### config.mk
export PLATFORM = sky130hd
export DESIGN_NAME = alu_seq_ctrl_flat
export DESIGN_NICKNAME = d
export VERILOG_FILES = /design/src/rtl/alu_seq_ctrl_if.sv /design/src/rtl/alu_seq_ctrl.sv /design/src/flat_wrapper.sv
export SDC_FILE = /design/constraint.sdc
export NUM_CORES = 1
export LEC_CHECK = 0
export ABC_AREA = 1
export CAP_MARGIN = 0
export CORE_UTILIZATION = 50
export CTS_CLUSTER_SIZE = 24
export DETAILED_ROUTE_END_ITERATION = 8
export GPL_ROUTABILITY_DRIVEN = 0
export PLACE_DENSITY = 0.92
export REMOVE_ABC_BUFFERS = 1
export SLEW_MARGIN = 20
export SYNTH_ARGS = -nofsm -noshare
export SYNTH_HDL_FRONTEND = slang
export SYNTH_SLANG_ARGS = --single-unit
### constraint.sdc
create_clock -name clk -period 3.8 [get_ports clk]
set_input_delay 0.57 -clock clk [delete_from_list [all_inputs] [get_ports clk]]
set_output_delay 0.57 -clock clk [all_outputs]
set_load 0.005 [all_outputs]
### src/rtl/alu_seq_ctrl_if.sv
// alu_seq_ctrl_if: request/result handshake between datapath control and the multi-byte ALU sequencer
interface alu_seq_ctrl_if #(parameter int W = 32);
  logic         start;
  logic [2:0]   op;
  logic [W-1:0] opa;
  logic [W-1:0] opb;
  logic         cin;
  logic         ready;
  logic         busy;
  logic         done;
  logic [W-1:0] result;
  logic         cout;
  logic         zero;
  modport master (output start, op, opa, opb, cin, input ready, busy, done, result, cout, zero);
  modport slave (input start, op, opa, opb, cin, output ready, busy, done, result, cout, zero);
endinterface

### src/rtl/alu_seq_ctrl.sv
// alu_seq_ctrl: drives a shared 8-bit ALU one byte per cycle, LSB first, to run an NBYTES-wide operation
module alu_seq_ctrl #(parameter int NBYTES = 4) (
  input  logic         clk,
  input  logic         rst_n,
  alu_seq_ctrl_if.slave bus,
  output logic [2:0]   alu_oper,
  output logic [7:0]   alu_a,
  output logic [7:0]   alu_b,
  output logic         alu_cin,
  input  logic [7:0]   alu_sum,
  input  logic         alu_cout
);
  localparam int W = 8 * NBYTES;
  localparam int IW = $clog2(NBYTES);
  localparam logic [IW-1:0] LAST = IW'(NBYTES - 1);
  typedef enum logic [1:0] {IDLE, RUN, DONE} state_t;
  state_t state, state_nx;
  logic [IW-1:0] idx;
  logic [2:0] op_q;
  logic [W-1:0] a_q, b_q, res_nx;
  logic cin_q, carry_q, last, run;
  always_ff @(posedge clk or negedge rst_n)
    if (!rst_n) state <= IDLE;
    else state <= state_nx;
  always_comb begin
    state_nx = state;
    case (state)
      IDLE: state_nx = bus.start ? RUN : IDLE;
      RUN: state_nx = last ? DONE : RUN;
      default: state_nx = IDLE;
    endcase
  end
  assign run = state == RUN;
  assign last = idx == LAST;
  assign bus.ready = state == IDLE;
  assign bus.busy = state != IDLE;
  assign bus.done = state == DONE;
  assign alu_oper = op_q;
  assign alu_a = run ? a_q[{idx, 3'b000} +: 8] : 8'h00;
  assign alu_b = run ? b_q[{idx, 3'b000} +: 8] : 8'h00;
  // op 010: the ALU inverts c_in, so the chained carry is passed inverted
  assign alu_cin = !run ? 1'b0 : idx == '0 ? cin_q : op_q[2:1] == 2'b00 ? carry_q :
                   op_q == 3'b010 ? ~carry_q : 1'b0;
  always_comb begin
    res_nx = bus.result;
    res_nx[{idx, 3'b000} +: 8] = alu_sum;
  end
  always_ff @(posedge clk or negedge rst_n)
    if (!rst_n) begin
      idx <= '0;
      op_q <= '0;
      a_q <= '0;
      b_q <= '0;
      cin_q <= 1'b0;
      carry_q <= 1'b0;
      bus.result <= '0;
      bus.cout <= 1'b0;
      bus.zero <= 1'b0;
    end else if (state == IDLE && bus.start) begin
      idx <= '0;
      op_q <= bus.op;
      a_q <= bus.opa;
      b_q <= bus.opb;
      cin_q <= bus.cin;
    end else if (run) begin
      bus.result <= res_nx;
      carry_q <= alu_cout;
      idx <= last ? '0 : idx + 1'b1;
      if (last) begin
        bus.cout <= alu_cout;
        bus.zero <= res_nx == '0;
      end
    end
endmodule

### src/flat_wrapper.sv
// flat-port wrapper written by rule: the top's interface ports become plain ports
module alu_seq_ctrl_flat 
#(parameter int NBYTES = 4)
  (clk, rst_n, alu_oper, alu_a, alu_b, alu_cin, alu_sum, alu_cout, bus_start, bus_op, bus_opa, bus_opb, bus_cin, bus_ready, bus_busy, bus_done, bus_result, bus_cout, bus_zero);
  alu_seq_ctrl_if #(.W(32)) bus_i ();
  input  logic clk;
  input  logic rst_n;
  output logic [2:0] alu_oper;
  output logic [7:0] alu_a;
  output logic [7:0] alu_b;
  output logic alu_cin;
  input  logic [7:0] alu_sum;
  input  logic alu_cout;
  input wire logic [$bits(bus_i.start)-1:0] bus_start;
  input wire logic [$bits(bus_i.op)-1:0] bus_op;
  input wire logic [$bits(bus_i.opa)-1:0] bus_opa;
  input wire logic [$bits(bus_i.opb)-1:0] bus_opb;
  input wire logic [$bits(bus_i.cin)-1:0] bus_cin;
  output wire logic [$bits(bus_i.ready)-1:0] bus_ready;
  output wire logic [$bits(bus_i.busy)-1:0] bus_busy;
  output wire logic [$bits(bus_i.done)-1:0] bus_done;
  output wire logic [$bits(bus_i.result)-1:0] bus_result;
  output wire logic [$bits(bus_i.cout)-1:0] bus_cout;
  output wire logic [$bits(bus_i.zero)-1:0] bus_zero;
  assign bus_i.start = bus_start;
  assign bus_i.op = bus_op;
  assign bus_i.opa = bus_opa;
  assign bus_i.opb = bus_opb;
  assign bus_i.cin = bus_cin;
  assign bus_ready = bus_i.ready;
  assign bus_busy = bus_i.busy;
  assign bus_done = bus_i.done;
  assign bus_result = bus_i.result;
  assign bus_cout = bus_i.cout;
  assign bus_zero = bus_i.zero;
  alu_seq_ctrl #(.NBYTES(NBYTES)) u_core (.clk(clk), .rst_n(rst_n), .bus(bus_i), .alu_oper(alu_oper), .alu_a(alu_a), .alu_b(alu_b), .alu_cin(alu_cin), .alu_sum(alu_sum), .alu_cout(alu_cout));
endmodule
* Word-level counts from Yosys, hierarchy flattened
Cells that the tools add are included.
** Word-level totals
- Bits in registers :: 107
- Bits of input ports :: 80
- Output and inout port bits :: 57
- Logic and storage cells :: 44
** Cells by class
- Add/sub/neg operators :: 2
- Eq/ne operators :: 4
- Shift operators :: 4
- Mux-type cells :: 13
- Bitwise operators :: 2
- Reduce and logical (&&, ||, !) cells :: 9
** Operators with widths (number)
- $shiftx A32 B6 Y8 :: 2
- $bwmux W32 :: 1
- $logic_not A32 Y1 :: 1
- $shift A8 B7 Y32 const A :: 1
- $shiftx A8 B7 Y32 :: 1
- $mux W8 :: 2
- $mux W2 :: 4
- $neg A5 Y7 :: 1
- $logic_not A2 Y1 :: 3
- $mux W1 :: 5
- $eq A2 B2 Y1 const B :: 2
- $pmux W2 S2 :: 1
- $reduce_bool A2 Y1 :: 2
- $eq A3 B2 Y1 const B :: 1
- $reduce_and A3 Y1 :: 1
- $add A2 B1 Y2 const B :: 1
- $eq A2 B1 Y1 const B :: 1
- $not A1 Y1 :: 2
- $reduce_and A2 Y1 :: 1
- $logic_and A1 B1 Y1 :: 1

* Longest topological paths before layout
Gate-level depths: netlist (run 1).
- Word-level depth :: 5
- Gate-level depth with buffers :: 15
- Gate-level depth less buffers :: 13

* Worst setup path after synthesis (run 1)
OpenSTA, ideal clock, no wires.
- Path type :: flip-flop to flip-flop
- Start point :: register u_core.idx[0]
- End point :: register u_core.bus.zero
- Library setup time :: 0.116 ns
- Data arrival time :: 2.099 ns
- Required time :: 3.684 ns
- Setup slack :: 1.585 ns
- Stages on the path, launching flop included :: 15
- Buffers on the path :: 2
- Period minus slack after synthesis :: 2.215 ns
- Path through :: dfrtp_1 buf_2 inv_1 clkbuf_1 ha_1 nor2_2 nand2_1 o21ai_0 inv_1 nand2_1 nor2_1 nand2_1 nor2_1 nand2_1 nand2_1
** Between the ends
- Cells in the longest elaborated chain, start to end :: 4
- Elaborated cells between the ends (all ways) :: 7
- Classes of those cells :: 1 x add/sub; 1 x eq/ne; 2 x shift; 1 x mux; 2 x reduce/logical
** RTL lines
- start, declared :: RTL line alu_seq_ctrl.sv:18 : logic [IW-1:0] idx;
- start signal, assigned :: RTL line alu_seq_ctrl.sv:68 : idx <= last ? '0 : idx + 1'b1;
- $neg A5 Y7 :: RTL line alu_seq_ctrl.sv:46 : res_nx[{idx, 3'b000} +: 8] = alu_sum;
- $shiftx A8 B7 Y32 / $shift A8 B7 Y32 (equally long branches) :: RTL line alu_seq_ctrl.sv:46
- $bwmux W32 :: RTL line alu_seq_ctrl.sv:46
- $logic_not A32 Y1 :: RTL line alu_seq_ctrl.sv:71 : bus.zero <= res_nx == '0;
- end signal, assigned :: RTL line alu_seq_ctrl.sv:58 : bus.zero <= 1'b0;
- end signal, assigned :: RTL line alu_seq_ctrl.sv:71
- end, declared :: RTL line alu_seq_ctrl_if.sv:15 : modport slave (input start, op, opa, opb, cin, output ready, busy, done, result, cout, zero);
Several ways; a longest one is shown, not always the timed one.
A chain may end at the register's enable or synchronous reset.

* Final worst setup path (run 1)
- Start point :: register u_core.idx[0]
- End point :: output port alu_a[3]
** Between the ends
- Cells in the longest elaborated chain, start to end :: 2
** RTL lines
- $shiftx A32 B6 Y8 :: RTL line alu_seq_ctrl.sv:39 : assign alu_a = run ? a_q[{idx, 3'b000} +: 8] : 8'h00;
- $mux W8 :: RTL line alu_seq_ctrl.sv:39
- end, declared :: RTL line flat_wrapper.sv:9 : output logic [7:0] alu_a;
Every way passes these cells.

==> flow_metrics.env, run 1 <==
export IMPL_drtIter0Drc=224
export IMPL_cts_made_buffers=9
export IMPL_finalHoldViolCount=0
export IMPL_p_total_mw=5.84
export IMPL_num_vias=4808
export IMPL_hpwlAfterDp_mm=10.1
export IMPL_outcome="finished, final reports clean"
export IMPL_ys_types=22
export IMPL_yosys_top_cells_area="dfrtp_1, mux2_2, nand2_1"
export IMPL_slowest_delay_ps=540
export IMPL_clock_latency_ps=380
export IMPL_path_clk_slew_ps=110
export IMPL_slowest_stage="clkdlybuf4s50_1"
export IMPL_numPortBuffers=136
export IMPL_grt_pass1_vias=4860
export IMPL_crit_type="flip-flop to output port"
export IMPL_synth_largest_area_cell="dfrtp_1"
export IMPL_p_leak_nw=3.21
export IMPL_avgSynthCellArea_sq_um=8.70
export IMPL_dp_cells=871
export IMPL_critPathRequiredTime_ps=3230
export IMPL_die_h_um=106
export IMPL_final_common_cell="clkdlybuf4s50_1"
export IMPL_core_sq_um=10400
export IMPL_final_cells=887
export IMPL_fin_ws_ps=922
export IMPL_crit_chain="buf_4, nor2_1, nor2_1, o21ai_0, a21oi_1, clkdlybuf4s50_1"
export IMPL_fin_skew_ps=8.77
export IMPL_die_w_um=106
export IMPL_synth_top_area_frac=0.497
export IMPL_yosysSeqAreaShare=0.497
export IMPL_grt_first_pass_wirelength_mm=22.8
export IMPL_peakVddDrop_v=0.000473
export IMPL_worst_path_buf_inv=2
export IMPL_rsz0062_at_grt="no"
export IMPL_yosys_register_bits=107
export IMPL_crit_top_cell="nor2_1"
export IMPL_cts_htree_levels=3
export IMPL_slew_viol_final=0
export IMPL_cts_resized=0
export IMPL_crit_family="buffers and inverters"
export IMPL_postRouteAntennaNets=0
export IMPL_fin_crit_ps=2880
export IMPL_relSlewSlack=0.560
export IMPL_cts_tree="yes"
export IMPL_ys_warnings_count=0
export IMPL_firstDrtPassIters=5
export IMPL_ctsRootBufferMaster="clkbuf_8"
export IMPL_finalWirelength_mm=13.9
export IMPL_via_per_inst=5.42
export IMPL_period_share=0.757
export IMPL_max_freq_ghz=0.347
export IMPL_placed_area_sq_um=6850
export IMPL_syn2layout_area_growth_pct=31.1
export IMPL_final_cell_mix="clkdlybuf4s50_1, nand2_1, nor2_1"
export IMPL_crit_fanout=45
export IMPL_critPathLaunchType="flip-flop"
export IMPL_drc=0
export IMPL_start_util=0.520
export IMPL_synth_area_sq_um=5390
export IMPL_cts_setup_buffers=0
export IMPL_dieArea_sq_um=11200
export IMPL_clock_path_buffers=2
export IMPL_maxCapViolations=0
export IMPL_grt_util_all_layers=0.259
export IMPL_rows=37
export IMPL_antenna_found_initial=0
export IMPL_drive_above_1_share=0.150
export IMPL_setup_tns_ps=0
export IMPL_ios=137
export IMPL_fin_nets=832
export IMPL_critPathArrivalTime_ps=2310
export IMPL_setup_viol=0
export IMPL_fillers=771
export IMPL_num_antenna_cells=0
export IMPL_p_per_area_nw_per_um2=827
export IMPL_overflow=0
export IMPL_cts_hold_buf=0
export IMPL_cts_sinks=107
export IMPL_wire_per_inst_um=15.6
export IMPL_synthCells=619
export IMPL_end_kind="output port"
export IMPL_post_place_ws_ps=1340
export IMPL_min_path_type="primary input to asynchronous set/reset pin"
export IMPL_worstMarginPinSlew_ps=658
export IMPL_grt_max_degree=50
export IMPL_stdcell_area_sq_um=7060
where the power goes:
| part | internal [mW] | switching [mW] | leakage [nW] | total, mW |
|---|---|---|---|---|
| combinational | 1.46 | 1.59 | 1.78 | 3.05 |
| clock | 0.325 | 0.436 | 0.110 | 0.760 |
| sequential | 1.68 | 0.349 | 1.32 | 2.03 |
| total | 3.47 | 2.37 | 3.21 | 5.84 |
layout make-up:
| class | count | area (sq um) | share of cell area |
|---|---|---|---|
| clock inverters | 7 | 92.6 | 0.0131 |
| multi-input cells | 425 | 2350 | 0.333 |
| repair buffers | 145 | 1430 | 0.202 |
| inverters | 58 | 218 | 0.0308 |
| flip-flops and latches | 107 | 2680 | 0.379 |
| clock buffers | 9 | 124 | 0.0175 |
| well taps | 136 | 170 | 0.0241 |
worst reg2reg max path: stages (launching register included):
cell and delay, ps:
dfrtp_1 380, clkinv_1 210, buf_4 270, ha_1 390, nor2_2 280, nand2_1 150
o21ai_0 190, inv_1 70, nand2_1 70, nor2_1 50, nand2_1 50, nor2_1 40
nand2_1 60, nand2_1 50
per-stage QoR:
step                       util  hold WS [ps]
after global placement    0.660           483
after detailed placement  0.660           489
after floorplan               -           274
after CTS                 0.681          92.4
final                     0.681          87.3
after global routing      0.681          95.7
final timing paths:
| check | from | end | slack, ps | cells after the start |
|---|---|---|---|---|
| worst max-delay path | u_core.idx[0] | alu_a[3] | 920 | 6 |
| worst min-delay path | rst_n | u_core.bus.result[11] | 90 | 1 |
| worst max register to register | u_core.idx[1] | u_core.bus.zero | 1440 | 13 |
| worst min register to register | u_core.b_q[30] | u_core.b_q[30] | 520 | 1 |
| max in group asynchronous | rst_n | u_core.b_q[21] | 2780 | 2 |
| min in group clk | u_core.b_q[30] | u_core.b_q[30] | 520 | 1 |
cells in the mapped netlist:
cell type,n
nor2_4,2
inv_2,6
inv_1,51
buf_6,1
nor2_1,109
dfrtp_1,107
a31oi_1,1
nor2_2,9
buf_2,19
buf_1,1
o21ai_0,69
mux2_2,67
nand3_1,20
a21oi_1,19
nand3b_1,2
clkbuf_1,8
clkinv_1,1
nand2_1,118
nand3_4,1
o22ai_1,1
nor4_1,1
ha_1,6
logic make-up after synthesis:
group           Yosys count  share of synthesized area
fa+ha+maj                 6                     0.0139
compound gates           90                     0.0841
buf+inv                  87                     0.0664
flops                   107                      0.497
simple gates            262                      0.199
mux                      67                      0.140
metal layers:
metal / track usage / up-vias / wire length [um]
li1: - / 2232 / -
met1: 0.322 / 2309 / 5570
met4: 0.0933 / 0 / 257
met2: 0.445 / 236 / 7060
met5: 0 / - / 0
met3: 0.0507 / 31 / 984
state kept, by name, summed over array words and instances, names as in the netlist:
signal	count
u_core.alu_oper	3
u_core.state	2
u_core.cin_q	1
u_core.a_q	32
u_core.b_q	32
u_core.carry_q	1
u_core.idx	2
u_core.bus.zero	1
u_core.bus.cout	1
u_core.bus.result	32
No activity file was read; power rests on OpenSTA's default activity.
==> inputs of run 2 (changes only) <==
CORE_UTILIZATION = 49   (was 50)
PLACE_DENSITY = 0.91   (was 0.92)
clock period = 2.77 ns   (was 3.8 ns; I/O delays follow)
==> flow_metrics.env, run 2 (synthesized netlist as in run 1, its figures left out) <==
export IMPL_via_per_inst=5.30
export IMPL_period_share=0.969
export IMPL_die_h_um=107
export IMPL_fin_crit_ps=2690
export IMPL_grt_first_pass_wirelength_mm=22.3
export IMPL_fin_ws_ps=84.8
export IMPL_antenna_found_initial=0
export IMPL_clock_path_buffers=2
export IMPL_max_freq_ghz=0.372
export IMPL_firstDrtPassIters=5
export IMPL_drc=0
export IMPL_grt_met3_usage=0.0438
export IMPL_core_sq_um=10500
export IMPL_post_place_ws_ps=520
export IMPL_rsz0062_at_grt="yes"
export IMPL_p_per_area_nw_per_um2=1110
export IMPL_cts_sinks=107
export IMPL_timing_rr_start="u_core.idx[0]"
export IMPL_utilization=0.674
export IMPL_die_w_um=107
export IMPL_ios=137
export IMPL_overflow=0
export IMPL_use_met2=0.417
export IMPL_finalWirelength_mm=13.4
export IMPL_end_kind="output port"
export IMPL_crit_type="flip-flop to output port"
export IMPL_clock_latency_ps=380
export IMPL_dp_cells=872
export IMPL_rrSetupSlack_ps=620
export IMPL_min_path_type="primary input to asynchronous set/reset pin"
export IMPL_critPathLaunchType="flip-flop"
export IMPL_drive_above_1_share=0.149
export IMPL_cts_setup_buffers=0
export IMPL_r2r_end="u_core.bus.zero"
export IMPL_path_clk_slew_ps=100
export IMPL_fin_skew_ps=10.6
export IMPL_ctsRootBufferMaster="clkbuf_8"
export IMPL_grt_max_degree=61
export IMPL_dieArea_sq_um=11400
export IMPL_p_total_mw=7.84
export IMPL_final_common_cell="clkdlybuf4s50_1"
export IMPL_finalHoldViolCount=0
export IMPL_final_cell_mix="clkdlybuf4s50_1, nand2_1, nor2_1"
export IMPL_num_vias=4708
export IMPL_worstMarginPinSlew_ps=588
export IMPL_critPathRequiredTime_ps=2350
export IMPL_relSlewSlack=0.607
export IMPL_numPortBuffers=136
export IMPL_crit_fanout=10
export IMPL_final_cells=889
export IMPL_grt_pass1_vias=4780
export IMPL_largestRegisters="u_core.a_q x32, u_core.b_q x32, u_core.bus.result x32"
export IMPL_drtIter0Drc=197
export IMPL_fin_nets=834
export IMPL_num_antenna_cells=0
export IMPL_grt_util_all_layers=0.249
export IMPL_setup_viol=0
export IMPL_cts_made_buffers=9
export IMPL_grt_most_used_layer="met2"
export IMPL_maxCapViolations=0
export IMPL_start_util=0.513
export IMPL_postRouteAntennaNets=0
export IMPL_syn2layout_area_growth_pct=31.4
export IMPL_wire_per_inst_um=15.1
export IMPL_peakVddDrop_v=0.000624
export IMPL_critPathArrivalTime_ps=2270
export IMPL_hpwlAfterDp_mm=9.75
export IMPL_outcome="finished, final reports clean"
export IMPL_cts_htree_levels=3
export IMPL_rows=37
export IMPL_slew_viol_final=0
export IMPL_fillers=818
export IMPL_p_leak_nw=3.21
export IMPL_worstRegToRegCells=12
export IMPL_grt_use_met1=0.319
export IMPL_cts_tree="yes"
[run 2: cell types whose count changed in the layout (fill, tap and decap cells not counted), sizes merged]
cell	delta
inv	-5
dlygate4sd3	+1
bufinv	-1
clkinvlp	+3
clkbuf	+4
buf	+1
clkinv	-1
[run 2: worst max-delay path by stage]
stage	start	end	slack, ps	cells past startpoint
2_1_floorplan	u_core.idx[0]	u_core.bus.zero	-250	12
3_3_place_gp	u_core.idx[0]	alu_a[3]	540	6
3_5_place_dp	u_core.idx[1]	alu_cin	520	6
4_1_cts	u_core.idx[1]	alu_cin	70	6
5_1_grt	u_core.idx[0]	alu_cin	-60	6
6_report	u_core.idx[0]	alu_cin	80	5
[run 2: per-stage QoR]
step	hold WS, ps	area [sq um]	TNS [ps]
global route	464	7080	-323
CTS	455	7080	0
floorplan	120	5250	-861
global placement	314	6890	0
finish	460	7080	0
detailed placement	316	6890	0
[run 2: critical path, cell delays in order (launching register included)]
cell	delay, ps
dfrtp_2	410
inv_1	280
ha_1	330
inv_1	130
a21oi_1	210
clkdlybuf4s50_1	540
[run 2: metal layers]
| metal | vias to the layer above | share of wire |
|---|---|---|
| li1 | 2232 | - |
| met1 | 2243 | 0.42 |
| met2 | 205 | 0.48 |
| met3 | 28 | 0.074 |
| met4 | 0 | 0.021 |
| met5 | - | 0 |
[run 2: power breakdown]
| part | total, mW | internal, mW | switching, mW |
|---|---|---|---|
| clock | 0.892 | 0.355 | 0.537 |
| sequential | 2.77 | 2.31 | 0.465 |
| combinational | 4.18 | 2.05 | 2.14 |
[run 2: area by class of cell]
| cell class | count | area, sq um | share of cell area |
|---|---|---|---|
| Timing Repair Buffer | 147 | 1480 | 0.209 |
| Sequential cell | 107 | 2680 | 0.378 |
| Clock inverter | 3 | 23.8 | 0.00336 |
| Tap cell | 136 | 170 | 0.0240 |
| Inverter | 58 | 221 | 0.0313 |
| Multi-Input combinational cell | 425 | 2350 | 0.333 |
| Clock buffer | 13 | 149 | 0.0210 |
[run 2: repair_timing]
| action | CTS | global route |
|---|---|---|
| hold buffers | 1 | 0 |
| gates resized for setup | 0 | 1 |
| hold endpoints to repair | 19 | 0 |
| endpoints found under the setup margin | 0 | 11 |
